## src/rtl/uart_rx_deframer.sv

```systemverilog
// UART receive deframer: 2-flop synchronizer, mid-bit sampling FSM and a one-byte
// holding register with parity/framing/overrun status, cleared by a read acknowledge.
module uart_rx_deframer #(
   parameter int CLK_HZ = 100000000,
   parameter int CNT_W  = 19
) (
   input  logic       clk,
   input  logic       reset,
   input  logic       rx,
   input  logic [3:0] baud_sel,
   input  logic       pen,
   input  logic       ohel,
   input  logic       rd_ack,
   output logic [7:0] rx_data,
   output logic       rxrdy,
   output logic       perr,
   output logic       ferr,
   output logic       ovf,
   output logic       rx_done
);

   typedef enum logic [2:0] {S_IDLE, S_START, S_DATA, S_PARITY, S_STOP} state_t;

   function automatic logic [CNT_W-1:0] bit_time(input logic [3:0] code);
      int baud;
      case (code)
         4'd0:    baud = 300;
         4'd1:    baud = 1200;
         4'd2:    baud = 2400;
         4'd3:    baud = 4800;
         4'd4:    baud = 9600;
         4'd5:    baud = 19200;
         4'd6:    baud = 38400;
         4'd7:    baud = 57600;
         4'd8:    baud = 115200;
         4'd9:    baud = 230400;
         4'd10:   baud = 460800;
         4'd11:   baud = 921600;
         default: baud = 115200;
      endcase
      return CNT_W'((CLK_HZ + baud / 2) / baud);
   endfunction

   state_t           state, state_next;
   logic             rx_meta, rx_s;
   logic [CNT_W-1:0] cnt, bt, lim;
   logic [2:0]       bit_idx;
   logic [7:0]       shift;
   logic             pbit;
   logic [3:0]       baud_q;
   logic             pen_q, ohel_q;
   logic             hold_low;
   logic             stop_q, perr_q;
   logic             sample, start_det, frame_end;

   assign bt        = bit_time(baud_q);
   assign lim       = (state == S_START) ? (bt >> 1) : bt;
   assign sample    = (state != S_IDLE) && (cnt == lim - 1'b1);
   assign start_det = (state == S_IDLE) && !rx_s && !hold_low;
   assign frame_end = (state == S_STOP) && sample;

   // NOTE: next state gets its default before the case so no path leaves it unassigned (no latch).
   always_comb begin
      state_next = state;
      case (state)
         S_IDLE:   if (start_det) state_next = S_START;
         S_START:  if (sample) state_next = rx_s ? S_IDLE : S_DATA;
         S_DATA:   if (sample && bit_idx == 3'd7) state_next = pen_q ? S_PARITY : S_STOP;
         S_PARITY: if (sample) state_next = S_STOP;
         S_STOP:   if (sample) state_next = S_IDLE;
         default:  state_next = S_IDLE;
      endcase
   end

   // NOTE: all state uses non-blocking assignments so every flop sees pre-edge values.
   always_ff @(posedge clk) begin
      if (reset) begin
         state    <= S_IDLE;
         rx_meta  <= 1'b1;
         rx_s     <= 1'b1;
         cnt      <= '0;
         bit_idx  <= '0;
         shift    <= '0;
         pbit     <= 1'b0;
         baud_q   <= '0;
         pen_q    <= 1'b0;
         ohel_q   <= 1'b0;
         hold_low <= 1'b0;
         stop_q   <= 1'b1;
         perr_q   <= 1'b0;
         rx_data  <= '0;
         rxrdy    <= 1'b0;
         perr     <= 1'b0;
         ferr     <= 1'b0;
         ovf      <= 1'b0;
         rx_done  <= 1'b0;
      end else begin
         state   <= state_next;
         rx_meta <= rx;
         rx_s    <= rx_meta;
         cnt     <= (state == S_IDLE || sample) ? '0 : cnt + 1'b1;

         if (start_det) begin
            baud_q  <= baud_sel;
            pen_q   <= pen;
            ohel_q  <= ohel;
            bit_idx <= '0;
         end
         if (state == S_DATA && sample) begin
            shift   <= {rx_s, shift[7:1]};
            bit_idx <= bit_idx + 1'b1;
         end
         if (state == S_PARITY && sample) pbit <= rx_s;

         // A break (stop bit low) must see the line return high before re-arming.
         if (frame_end)  hold_low <= ~rx_s;
         else if (rx_s)  hold_low <= 1'b0;

         rx_done <= frame_end;
         if (frame_end) begin
            stop_q <= rx_s;
            perr_q <= pen_q & ((^shift ^ pbit) != ohel_q);
         end

         // The holding register commits in the rx_done cycle, so an ack there loses to it.
         if (rx_done) begin
            rx_data <= shift;
            ferr    <= ~stop_q;
            perr    <= perr_q;
            ovf     <= rxrdy & ~rd_ack;
            rxrdy   <= 1'b1;
         end else if (rd_ack) begin
            rxrdy <= 1'b0;
            perr  <= 1'b0;
            ferr  <= 1'b0;
            ovf   <= 1'b0;
         end
      end
   end

endmodule

```

## config.mk

```make
export PLATFORM = sky130hd
export DESIGN_NAME = uart_rx_deframer
export DESIGN_NICKNAME = d
export VERILOG_FILES = /design/src/rtl/uart_rx_deframer.sv
export SDC_FILE = /design/constraint.sdc
export NUM_CORES = 1
export LEC_CHECK = 0
export CAP_MARGIN = 20
export CORE_MARGIN = 1.5
export CORE_UTILIZATION = 40
export CTS_BUF_LIST = sky130_fd_sc_hd__clkbuf_4
export DETAILED_ROUTE_END_ITERATION = 8
export HOLD_SLACK_MARGIN = 0.12
export PLACE_DENSITY = 0.54
export SYNTH_ARGS = -nofsm -noshare
export SYNTH_HDL_FRONTEND = slang
export SYNTH_SLANG_ARGS = --single-unit
```

## constraint.sdc

```tcl
create_clock -name clk -period 240.4 [get_ports clk]
set_clock_uncertainty 0.15 [all_clocks]
set_input_delay 36.06 -clock clk [delete_from_list [all_inputs] [get_ports clk]]
set_output_delay 36.06 -clock clk [all_outputs]
set_load 0.01 [all_outputs]
```

=== After elaboration in Yosys (flattened, before gate mapping) ===
Memory sizes are Yosys's and may differ from the RTL's. A register that Yosys moved wholly into a read port is not among the register bits.
Index checks and enable logic that the tools add are counted.

* Bits in registers: 58
* ROM bits: 288
* Input port bits: 10
* Output and inout bits: 13
* Logic and storage cells: 83
* Memories kept: 1

* Add/sub/neg operators: 5
* Divide/modulo/power cells: 1
* Equal/unequal tests: 12
* Mux-type cells: 20
* Bitwise operators: 7
* Reduce and logical (&&, ||, !) cells: 18

{| class="wikitable"
|+ Memories
! name !! depth !! bits a word !! rd ports !! clocked after Yosys merged registers in !! write ports !! RTL line !! source
|-
| (no name shown) || 16 || 18 || 1 || 1 || 0 || 26 || <nowiki>case (code)</nowiki>
|}

{| class="wikitable"
|+ Operators with widths
! cell !! count
|-
| $add 28x32->32 const A || 1
|-
| $add 32x1->32 || 1
|-
| $div 32x32->32 || 1
|-
| $mux 3 || 8
|-
| $add 19x1->19 const B || 1
|-
| $eq 19x19->1 || 1
|-
| $mux 19 || 1
|-
| $sub 19x1->19 const B || 1
|-
| $pmux 3 s5 || 1
|-
| $ne 2x2->1 const B || 5
|-
| $mux 4 || 2
|-
| $reduce_xor 8->1 || 1
|-
| $logic_and 1x1->1 || 7
|-
| $mux 1 || 7
|-
| $eq 3x2->1 const B || 2
|-
| $eq 3x3->1 const B || 2
|-
| $reduce_bool 2->1 || 3
|-
| $reduce_and 5->1 || 1
|-
| $add 3x1->3 const B || 1
|-
| $eq 3x1->1 const B || 1
|-
| $logic_not 3->1 || 1
|-
| $not 1->1 || 3
|-
| $reduce_bool 3->1 || 1
|-
| $and 1x1->1 || 2
|-
| 7 further kinds || 8
|}

=== Logic depth before layout (Yosys ltp) ===
Gate-level depths: netlist (run 1).

* Depth after elaboration: 11
* Gate-level depth with buffers: 395
* Depth with buffers taken out: 360

=== Worst setup path before layout (run 1) ===
OpenSTA, ideal clock, no wires.

* Path type: register to register
* Start: register (tool-made name)
* End: register bit_idx[1]
* Setup time: 126 ps
* Arrival: 78306 ps
* Data required time: 240124 ps
* Setup slack: 161818 ps
* Stages on the path, launching flop included: 371
* Path buffers: 46
* Clock period less this slack: 78582 ps
* Path through: dfxtp_1 buf_2 clkinv_1 ha_1 o2111a_1 ha_1 nor2_1 a2111oi_2 and4_1 ha_1 o21a_1 o31a_1 o211ai_1 or3_1 o21ai_0 ha_1 o211ai_1 a21o_1 (+335 left out) o221a_2 nand4b_1 nand4b_1 a21oi_1 nand3_1 o32ai_1 ha_1 xor2_1 or3b_2 mux2i_1 o211ai_1 nor4b_1 nand4b_1 nor3b_1 o2111a_2 nand4b_1 buf_2 mux2i_1

{| class="wikitable"
|+ RTL lines
! what !! RTL line !! source
|-
| to (signal assigned) || 111 || <nowiki>bit_idx <= bit_idx + 1'b1;</nowiki>
|-
| to (decl) || 47 || <nowiki>logic [2:0] bit_idx;</nowiki>
|}

==> results.md, run 1 <==
- Hold wc startpoint: rx_meta
- Routed vias/inst: 6.09
- Placed standard-cell area: 0.0261 mm^2
- Initial antenna violation count: 2
- Cell area after layout: 0.0262 mm^2
- Largest net degree at the start of global routing: 47
- Final period util: 35.9%
- Top-area cell type share of the netlist area: 19.7%
- Hold-fix buffers, CTS: 0
- Initial DRC Count: 1,789
- Synth Cell Area: 0.0249 mm^2
- Top FF cell, synth: dfxtp_1
- Fill cells: 6,387
- Max Cap Viol: 0
- Mapped Cells: 3,435
- XOR/XNOR Fraction of Synth Area: 8.91%
- Net count, final: 3,804
- Num Clock Sinks: 75
- Simple-Gate Fraction of Synth Area: 25.8%
- Critical path type: reg -> reg
- Final estimated routing congestion in global placement: 0.914
- CTS tree: done
- Setup WS pre-CTS: 155.45 ns
- Placed Instances: 4,227
- Status: finished clean
- Number of setup buffers added after CTS: 0
- CP most frequent cell: o21a_1
- Startpoint Class: flip-flop
- Slowest stage cell, crit path: o32ai_1
- Fraction of registers with async set/reset: 0%
- CORE AREA: 0.0616 mm^2
- DP Wirelength: 65,600 um
- Final count of pins violating max slew: 0
- Total area of multi-input combinational cells: 0.0226 mm^2
- Syn_area_per_cell: 7.24 um^2
- Die width: 252 um
- Total negative slack: 0 ns
- Synth unique cells: 128
- DRC Markers: 0
- Critical path required time: 240.61 ns
- CTS root buf: clkbuf_4
- Fmax: 0.0116 GHz
- Hold Vio Cnt, Final: 0
- Drt pass-1 iters: 6
- Port Buffers: 22
- Largest cells by area after synthesis: ha_1 20%, dfxtp_1 6.0%, xnor2_1 5.4%
- Yosys warns: 0
- Gates resized, CTS repair: 0
- RSZ-0062 raised after global routing: no
- Die area: 0.0637 mm^2
- Mux share of post-synthesis cell area: 5.70%
- Register area share after synthesis: 6.04%
- Hold Path Class: reg -> reg
- Total GRT Usage: 25.4%
- DR vias: 25,800
- Crit path time final: 86.29 ns
- Die height: 252 um
- Total CTS buffers: 9
- Max Buffers Root-to-Sink: 2
- Commonest non-fill, non-tap cells in the layout: 392 x ha_1, 330 x nor2_1, 317 x nand2_1
- Max transition margin: 21.3%
- Clk pin slew, worst setup/hold paths: 0.15 ns
- Worst-Margin Slew: 1.18 ns
- Non-filler cells, final: 4,245
- Row count: 91
- Total Wirelength: 82,200 um
- H-Tree Depth: 3
- Vias in the first global route: 24,900
- Synth Area in Adders: 19.7%
- Share of layout cells above drive strength 1: 7.60%
- Min setup slack post-route: 154.12 ns
- GR Overflow Total: 0
- Most common cell after layout, fill and taps aside: ha_1
- I/O pin count: 23
- Starting Density: 40.4%
- FF+latch count, synth: 75
- Setup Viol. Count Final: 0
- Area leader, netlist: ha_1
- Largest family of logic cells by synthesized area: compound AO/OA/AOI/OAI gates
- EDFF count, synth: 0
- Routed Antenna Nets: 0
- Compound-Gate Fraction of Synth Area: 30.3%
- Largest stage delay, worst path: 0.91 ns
- Area growth, synth to finish: 5.41%
- Max FO, Critical Path: 42
- Sequential Area: 0.00150 mm^2
- Delay-heaviest family, CP: compound AO/OA/AOI/OAI gates
- Crit path buffers/inverters: 11
- CP Capture Type: flip-flop
- Clk_lat worst skew: 0.48 ns
- Routed len/inst: 19.4 um
- First-pass GRT wire length: 132,000 um
- Crit path DAT: 86.50 ns
==> worst paths after layout <==
check | to | slack, ns | depth (start not counted)
hold / removal | rx_s | 0.27 | 1
setup reg to reg | bit_idx[0] | 154.12 | 335
setup / recovery | bit_idx[0] | 154.12 | 335
hold reg to reg | rx_s | 0.27 | 1
==> routing by layer <==
layer / share of wire (%) / track usage [%]
met1: 46 / 33.3
met2: 48 / 45.1
met3: 3.6 / 1.53
met4: 2.5 / 6.74
met5: 0 / 0
==> cell families (layout without fill, tap and decap cells) <==
kind of cell / count (synthesis) / after routing
simple gates: 1284 / 1284
fa+ha+maj: 392 / 392
flops: 75 / 75
xor+xnor: 253 / 253
buf+inv: 213 / 178
compound gates: 1086 / 1086
mux: 130 / 130
other cells: 2 / 10
==> worst reg2reg max path, delay by kind of cell (launching register included) <==
| family | cells | cell delay, ns |
|---|---|---|
| AO/OA/AOI/OAI | 207 | 50.82 |
| flip-flops | 1 | 0.80 |
| multiplexers | 8 | 3.30 |
| XOR/XNOR | 1 | 0.46 |
| buffers and inverters | 11 | 2.60 |
| AND/OR/NAND/NOR | 79 | 18.25 |
| adder cells (fa/ha/maj) | 29 | 9.75 |
==> Yosys cell counts (all sizes together), types with 75 or more instances <==
master,n
nand3,81
xor2,101
mux2,82
a21oi,244
xnor2,152
a21o,80
o21a,146
dfxtp,75
clkbuf,77
nor2,342
nor3,171
o21ai,189
o31ai,87
inv,100
nand2,318
ha,392
==> metrics by stage <==
| stage | utilization, % | hold slack [ns] |
|---|---|---|
| 2_1_floorplan | - | 0.239 |
| 3_3_place_gp | 42.2 | 0.242 |
| 3_5_place_dp | 42.3 | 0.246 |
| 4_1_cts | 42.6 | 0.277 |
| 5_1_grt | 42.6 | 0.285 |
| 6_report | 42.6 | 0.273 |
==> cell type report <==
cell class,count,share of cell area [%]
sequential,75,5.73
tap,837,3.99
inverter,102,1.46
multi-input combinational,3154,86.2
timing repair buffer,60,2.00
clock inverter,7,0.348
antenna,1,0.00954
clock buffer,9,0.258
Power of run 1 is left out: the tool's default activity adds up to more than one toggle a clock period on the data nets, which glitch-free logic cannot reach.
==> inputs of run 2 (changes only) <==
--- a/config.mk
+++ b/config.mk
@@ -11,7 +11,7 @@
 export CTS_BUF_LIST = sky130_fd_sc_hd__clkbuf_4
 export DETAILED_ROUTE_END_ITERATION = 8
 export HOLD_SLACK_MARGIN = 0.12
-export PLACE_DENSITY = 0.54
+export PLACE_DENSITY = 0.56
 export SYNTH_ARGS = -nofsm -noshare
 export SYNTH_HDL_FRONTEND = slang
 export SYNTH_SLANG_ARGS = --single-unit
==> constraint.sdc (replaced) <==
create_clock -name clk -period 71.9 [get_ports clk]
set_clock_uncertainty 0.15 [all_clocks]
set_input_delay 10.785 -clock clk [delete_from_list [all_inputs] [get_ports clk]]
set_output_delay 10.785 -clock clk [all_outputs]
set_load 0.01 [all_outputs]
==> run 2 against run 1 <==
Global-route usage increased by 0.67 points. Die area unchanged. Sequential cell count is the same. Hold slack improved by 0.018 ns. Sequential share of layout area shrank 0.58 points. First-iteration DRC count fell by 1.1%. Setup slack got worse by 150 ns.
==> results.md, run 2 (same netlist as run 1, synthesis figures left out) <==
- Die area: 0.0637 mm^2 (unchanged)
- CP Capture Type: flip-flop (unchanged)
- Fmax: 0.0147 GHz (was 0.0116 GHz)
- Most common cell after layout, fill and taps aside: ha_1 (unchanged)
- Max Buffers Root-to-Sink: 2 (unchanged)
- R2R Setup Slk: 3.95 ns (was 154.12 ns)
- DRC Markers: 0 (unchanged)
- Critical path type: reg -> reg (unchanged)
- Max transition margin: 31.2% (was 21.3%)
- Starting Density: 40.4% (unchanged)
- Total Wirelength: 86,100 um (was 82,200 um)
- Routed vias/inst: 5.94 (was 6.09)
- GR peak layer: met2 (unchanged)
- Clk_lat worst skew: 0.50 ns (was 0.48 ns)
- Total CTS buffers: 9 (unchanged)
- Vias in the first global route: 24,500 (was 24,900)
- Largest stage delay, worst path: 0.56 ns (was 0.91 ns)
- Area growth, synth to finish: 18.1% (was 5.41%)
- Crit path DAT: 68.21 ns (was 86.50 ns)
- Total GRT Usage: 26.1% (was 25.4%)
- Startpoint Class: flip-flop (unchanged)
- Routing usage on met1: 35.9% (was 33.3%)
- Hold Vio Cnt, Final: 0 (unchanged)
- Placed Instances: 4,431 (was 4,227)
- Non-filler cells, final: 4,509 (was 4,245)
- H-Tree Depth: 3 (unchanged)
- Largest net degree at the start of global routing: 47 (unchanged)
- Hold Path Class: reg -> reg (unchanged)
- CORE AREA: 0.0616 mm^2 (unchanged)
- Status: finished clean (unchanged)
- Clk pin slew, worst setup/hold paths: 0.18 ns (was 0.15 ns)
- Row count: 91 (unchanged)
- Drt pass-1 iters: 6 (unchanged)
- GR Overflow Total: 0 (unchanged)
- Initial DRC Count: 1,770 (was 1,789)
- Num Clock Sinks: 75 (unchanged)
- Final period util: 94.5% (was 35.9%)
- Critical path required time: 72.16 ns (was 240.61 ns)
- Port Buffers: 22 (unchanged)
- Commonest non-fill, non-tap cells in the layout: 378 x ha_1, 315 x nor2_1, 314 x nand2_1 (was 392 x ha_1, 330 x nor2_1, 317 x nand2_1)
- CTS tree: done (unchanged)
- Setup Viol. Count Final: 0 (unchanged)
- Share of layout cells above drive strength 1: 18.8% (was 7.60%)
- Initial antenna violation count: 1 (was 2)
- Routed len/inst: 19.1 um (was 19.4 um)
- Hold-fix buffers, CTS: 0 (unchanged)
- Die width: 252 um (unchanged)
- Final count of pins violating max slew: 0 (unchanged)
- CTS root buf: clkbuf_4 (unchanged)
- Max Cap Viol: 0 (unchanged)
- Max FO, Critical Path: 25 (was 42)
- Routed Antenna Nets: 0 (unchanged)
- First-pass GRT wire length: 134,000 um (was 132,000 um)
- Net count, final: 4,068 (was 3,804)
- Met3 Use GR: 1.66% (was 1.53%)
- Die height: 252 um (unchanged)
- Worst-Margin Slew: 1.02 ns (was 1.18 ns)
- I/O pin count: 23 (unchanged)
- Slowest stage cell, crit path: or4_4 (was o32ai_1)
- DP Wirelength: 67,500 um (was 65,600 um)
- Final estimated routing congestion in global placement: 0.923 (was 0.914)
- Global routing usage on met2: 44.3% (was 45.1%)
- DR vias: 26,800 (was 25,800)
- Crit path time final: 67.95 ns (was 86.29 ns)
- CP most frequent cell: o21a_1 (unchanged)
## run 2: stage by stage
stage          utilization, %  cell area (um^2)  setup slack [ns]  setup TNS, ns  hold slack [ns]
3_3_place_gp             45.1             27800           -0.0716         -0.390            0.241
4_1_cts                  45.5             28000            0.0758              0            0.304
2_1_floorplan               -             25200           0.00360              0            0.239
5_1_grt                  47.7             29400            -0.377          -9.40            0.334
6_report                 47.7             29400              3.95              0            0.291
3_5_place_dp             45.1             27800             -1.03         -29.20            0.244
## run 2: timing repair
action | 4_1_cts | 5_1_grt
cloned | 0 | 4
buffers inserted | 8 | 49
setup endpoints to repair | 38 | 38
endpoints found under the hold margin | 0 | 0
gates resized for setup | 6 | 215
pin swaps | 1 | 59
## run 2: area by class of cell
cell class,instances,area [um^2]
fill,6275,32200
antenna,1,2.50
inverter,102,395
tap,837,1050
clock buffer,9,67.6
multi-input combinational,3156,23700
sequential,75,1510
timing repair buffer,322,2590
clock inverter,7,87.6
## run 2: path summary, 6_finish.rpt
| path | startpoint | end | cells after the start |
|---|---|---|---|
| min reg2reg | rx_meta | rx_s | 1 |
| max reg2reg | flip-flop | bit_idx[0] | 346 |
| max | flip-flop | bit_idx[0] | 346 |
| min | rx_meta | rx_s | 1 |
## run 2: worst max-delay path, delay by kind of cell, from the launching register on
| family | cells | cell delay [ns] |
|---|---|---|
| AOI/OAI and AO/OA | 197 | 38.28 |
| xor gates and xnor gates | 1 | 0.16 |
| adders and majority gates | 28 | 8.39 |
| buffers and inverters | 21 | 3.39 |
| DFF | 1 | 0.41 |
| muxes | 9 | 2.64 |
| and+or+nand+nor | 90 | 14.32 |
## run 2: metal layers
layer	share of wire, %	vias up
met4	2.5	0
met1	47	12600
met3	4.4	130
met5	0	-
met2	46	645
li1	-	13400
Power of run 2 is left out for the same reason.
